==> src/rtl/controle_vagas.sv <==
// Parking-lot occupancy controller: one entry and one exit barrier sharing a
// single occupancy counter, with capacity enforcement and one-cycle event pulses.
module controle_vagas #(
  parameter int CAPACITY    = 16,
  parameter int CNT_W       = 5,
  parameter int OPEN_CYCLES = 8
) (
  input  logic             clk,
  input  logic             reset,
  input  logic             sensor_ent,
  input  logic             sensor_sai,
  output logic             gate_ent_open,
  output logic             gate_sai_open,
  output logic             increment,
  output logic             decrement,
  output logic             denied_ent,
  output logic             error,
  output logic [CNT_W-1:0] occupancy,
  output logic             full,
  output logic             empty
);

  localparam int HOLD_W = (OPEN_CYCLES > 1) ? $clog2(OPEN_CYCLES) : 1;
  localparam logic [CNT_W-1:0]  CAP       = CNT_W'(CAPACITY);
  localparam logic [HOLD_W-1:0] HOLD_LOAD = HOLD_W'(OPEN_CYCLES - 1);

  typedef enum logic [1:0] {IDLE, OPEN, CLEAR} gate_state_t;

  // Index 0 is the entry gate, index 1 the exit gate.
  gate_state_t       state [2];
  logic [HOLD_W-1:0] hold  [2];
  logic [1:0]        gate;
  logic [1:0]        sensor;
  logic [1:0]        prev;
  logic [1:0]        evt;
  logic [1:0]        acc;
  logic              sai_ok;

  assign sensor = {sensor_sai, sensor_ent};

  // A rising sensor level only counts as a new vehicle while its gate is idle.
  assign evt[0] = sensor[0] & ~prev[0] & (state[0] == IDLE);
  assign evt[1] = sensor[1] & ~prev[1] & (state[1] == IDLE);

  // An exit frees a space in the same cycle, so it can admit an entry at full;
  // an entry at empty likewise provides the vehicle a simultaneous exit consumes.
  assign sai_ok = evt[1] & (occupancy != '0);
  assign acc[0] = evt[0] & ((occupancy < CAP) | sai_ok);
  assign acc[1] = evt[1] & ((occupancy != '0) | acc[0]);

  always_ff @(posedge clk or negedge reset) begin
    if (!reset) begin
      for (int i = 0; i < 2; i++) begin
        state[i] <= IDLE;
        hold[i]  <= '0;
        gate[i]  <= 1'b0;
      end
    end else begin
      for (int i = 0; i < 2; i++) begin
        case (state[i])
          IDLE: begin
            if (acc[i]) begin
              state[i] <= OPEN;
              hold[i]  <= HOLD_LOAD;
              gate[i]  <= 1'b1;
            end
          end
          OPEN: begin
            if (hold[i] == '0) begin
              state[i] <= CLEAR;
              gate[i]  <= 1'b0;
            end else begin
              hold[i] <= hold[i] - 1'b1;
            end
          end
          CLEAR: begin
            if (!sensor[i]) state[i] <= IDLE;
          end
          default: begin
            state[i] <= IDLE;
            gate[i]  <= 1'b0;
          end
        endcase
      end
    end
  end

  always_ff @(posedge clk or negedge reset) begin
    if (!reset) begin
      // NOTE: history resets high so a sensor already active at reset release is not an event.
      prev       <= 2'b11;
      occupancy  <= '0;
      increment  <= 1'b0;
      decrement  <= 1'b0;
      denied_ent <= 1'b0;
      error      <= 1'b0;
    end else begin
      // NOTE: non-blocking assignments so every register samples pre-edge values.
      prev       <= sensor;
      increment  <= acc[0];
      decrement  <= acc[1];
      denied_ent <= evt[0] & ~acc[0];
      error      <= evt[1] & ~acc[1];
      case (acc)
        2'b01:   occupancy <= occupancy + 1'b1;
        2'b10:   occupancy <= occupancy - 1'b1;
        default: occupancy <= occupancy;
      endcase
    end
  end

  assign gate_ent_open = gate[0];
  assign gate_sai_open = gate[1];
  assign full          = (occupancy == CAP);
  assign empty         = (occupancy == '0);

endmodule

==> config.mk <==
export PLATFORM = sky130hd
export DESIGN_NAME = controle_vagas
export DESIGN_NICKNAME = d
export VERILOG_FILES = /design/src/rtl/controle_vagas.sv
export SDC_FILE = /design/constraint.sdc
export NUM_CORES = 1
export LEC_CHECK = 0
export CAP_MARGIN = 20
export CELL_PAD_IN_SITES_DETAIL_PLACEMENT = 0
export CELL_PAD_IN_SITES_GLOBAL_PLACEMENT = 2
export CORE_MARGIN = 2
export CORE_UTILIZATION = 33
export DETAILED_ROUTE_END_ITERATION = 7
export GPL_TIMING_DRIVEN = 0
export PLACE_DENSITY = 0.77
export SKIP_CTS_REPAIR_TIMING = 1
export SLEW_MARGIN = 20
export SYNTH_ARGS = -nofsm -noshare
export SYNTH_HDL_FRONTEND = slang
export SYNTH_SLANG_ARGS = --single-unit
==> constraint.sdc <==
create_clock -name clk -period 3.8 [get_ports clk]
set_input_delay 0.38 -clock clk [delete_from_list [all_inputs] [get_ports clk]]
set_output_delay 0.38 -clock clk [all_outputs]
set_load 0.01 [all_outputs]
==> metrics.cfg <==
[outcome]
outcome=complete, no violations

[floorplanning]
design.core.area_um2=3310
dieArea_um2=3930
pin_count=17
fp.dieH_um=62.7
die_x_um=62.7
initial_core_util_pct=34.3
rows=21

[placed_design]
pre_cts_ws_ps=259
io_buffers=16
gp_congestion=0.730
hpwl_um=1540
dp.cells=170

[timing]
fin_crit_sh_pct=83.7
slew_violations=0
fin_worst_skew_ps=7.31
setup_viol=0
holdWs_ps=30.4
hold_viol=0
fin_setup_tns_ps=0
period_needed_ps=3180
setup_ws_ps=620
rsz0062_at_grt=false
tightest_slew_ps=668
relSlewSlack_pct=55.4
fmax_mhz=314

[worst_hold_path]
worstHoldPathType=in2async

[grt]
grt_pass1_vias=812
grt_first_pass_wirelength_um=3730
grt_overflow=0
grt_max_degree=24
gr-usage-all-layers_pct=11.9
antenna_found_initial=0

[worst_setup_path]
critPathLaunchType=input port
crit_required_ps=4000
critPathKind=in2reg
cp_max_fo=7
cp.arrival_ps=3380
end_kind=flip-flop
r2r_slack_ps=690

[clock_tree]
path_clk_slew_ps=130
cts_tree=done
htreeDepth=1
root_buffer=clkbuf_4
cts.sinks=23
clock_path_buffers=2
numCtsBuffers=3
worstSkewPairLatency_ps=300

[route]
wl_um=2010
drtPass1Iterations=3
drt_iter0_markers=19
vias=805
antenna_left=0
drc_errors=0
avgViaCountPerCell=4.63
routedWlPerCell_um=11.5

[flow_run]
maxCapViolations=0

[finish]
n_antenna_cell=0
n_fill_cell=337
area_growth_pct=21.1
layout_commonest_cell=dfrtp_1
drive_gt1_share_pct=10.9
fin_nets=142
final_cells=174
final_cell_mix=21 x dfrtp_1, 15 x clkdlybuf4s50_1, 11 x inv_1, 11 x nand2_1, 11 x o21ai_0

[synth]
synth_top_area_share_pct=46.3
synth_cell_type_count=30
synth.avg_cell_area_um2=10.5
synth_area_leaders=dfrtp_1 46%, ha_1 8.8%, o21ai_0 4.8%, dfstp_2 4.6%, inv_1 3.6%
yosysTopAreaCell=dfrtp_1
synth.net_count=121
synthesis.area_um2=1140
yosys_warnings=0
syn_inst=108
yosysSeqAreaShare_pct=50.9
ys_seq_elements=23

[power_and_ir_drop]
pwr_density_cell_nw_per_um2=715
ir_drop_mv=0.233
power.leakage_nw=0.642

==> stage by stage <==
| step | util (%) | instance area, um^2 | power (mW) |
|---|---|---|---|
| floorplan | - | 1140 | 0.712 |
| global route | 41.6 | 1380 | 1.10 |
| detailed placement | 40.9 | 1350 | 0.887 |
| global placement | 40.9 | 1350 | 0.874 |
| CTS | 41.7 | 1380 | 1.00 |
| finish | 41.6 | 1380 | 0.985 |
==> where the power goes <==
group	leakage [nW]	internal (mW)	switching, mW
Clock	0.0177	0.0392	0.0727
Sequential	0.278	0.337	0.0762
Combinational	0.346	0.235	0.225
==> cells in the mapped netlist <==
| cell type | count |
|---|---|
| inv_2 | 1 |
| dfrtp_1 | 21 |
| nor4_1 | 2 |
| fa_1 | 1 |
| nand2_1 | 11 |
| mux2i_1 | 1 |
| nor3_1 | 5 |
| nand3b_1 | 3 |
| xnor2_1 | 1 |
| nor2b_1 | 1 |
| o21ai_0 | 11 |
| xor2_1 | 2 |
| nor2_1 | 3 |
| a21oi_1 | 4 |
| o22ai_1 | 1 |
| nand2b_1 | 1 |
| o41ai_1 | 2 |
| a21o_1 | 1 |
| or4b_4 | 2 |
| or2_2 | 3 |
| and2_1 | 2 |
| buf_1 | 1 |
| nor3b_1 | 3 |
| nand3_1 | 1 |
| or2b_1 | 1 |
| ha_1 | 8 |
| inv_1 | 11 |
| dfstp_2 | 2 |
| mux2_1 | 1 |
| a21oi_4 | 1 |
==> registers in the layout, indices dropped and copies added (netlist names) <==
signal / count
increment: 1
prev: 2
denied_ent: 1
occupancy: 5
error: 1
gate: 2
hold: 6
decrement: 1
state: 4
==> metal layers <==
layer / track usage [%] / vias up / part of all wire (%)
li1: - / 411 / -
met4: 4.17 / 0 / 0.75
met3: 2.34 / 2 / 2.7
met2: 18.5 / 11 / 45
met1: 16.4 / 381 / 51
met5: 0 / - / 0
==> path summary, 6_finish.rpt <==
path | depth (start not counted) | end | startpoint
max | 12 | occupancy[4]$_DFFE_PN0P_ | sensor_ent
min reg2reg | 1 | hold[0]$_DFFE_PN0P_ | hold[0]$_DFFE_PN0P_
min in group clk | 1 | hold[0]$_DFFE_PN0P_ | hold[0]$_DFFE_PN0P_
max reg2reg | 10 | occupancy[4]$_DFFE_PN0P_ | state[1]$_DFFE_PN0P_
max in group asynchronous | 1 | prev[0]$_DFF_PN1_ | reset
min | 1 | decrement$_DFF_PN0_ | reset
==> worst max-delay path, cell delays in order <==
cell and delay (ps):
clkdlybuf4s50_1 490, or4b_4 510, nand3_1 130, nand2b_1 90
inv_2 120, ha_1 320, inv_1 150, fa_1 440
nor2b_1 190, or2_2 140, o41ai_1 60, o41ai_1 350
==> area by class of cell <==
type | instances | area, um^2 | area share (%)
Clock inverter | 1 | 5.00 | 0.364
Buffer | 1 | 3.75 | 0.273
Tap cell | 46 | 57.6 | 4.18
Inverter | 12 | 45.0 | 3.27
Sequential cell | 23 | 578 | 42.0
Timing Repair Buffer | 16 | 155 | 11.3
Clock buffer | 3 | 22.5 | 1.64
Multi-Input combinational cell | 72 | 509 | 37.0
==> kinds of logic (layout without fill, tap and decap cells) <==
kind of cell	Yosys count	in the layout	synth area share, %
simple gates	38	38	19.3
flops	23	23	50.9
compound gates	20	20	10.8
buf+inv	13	33	4.29
fa+ha+maj	9	9	10.6
xor+xnor	3	3	2.31
mux	2	2	1.87
Note: power is estimated with default switching activity, not from simulation.
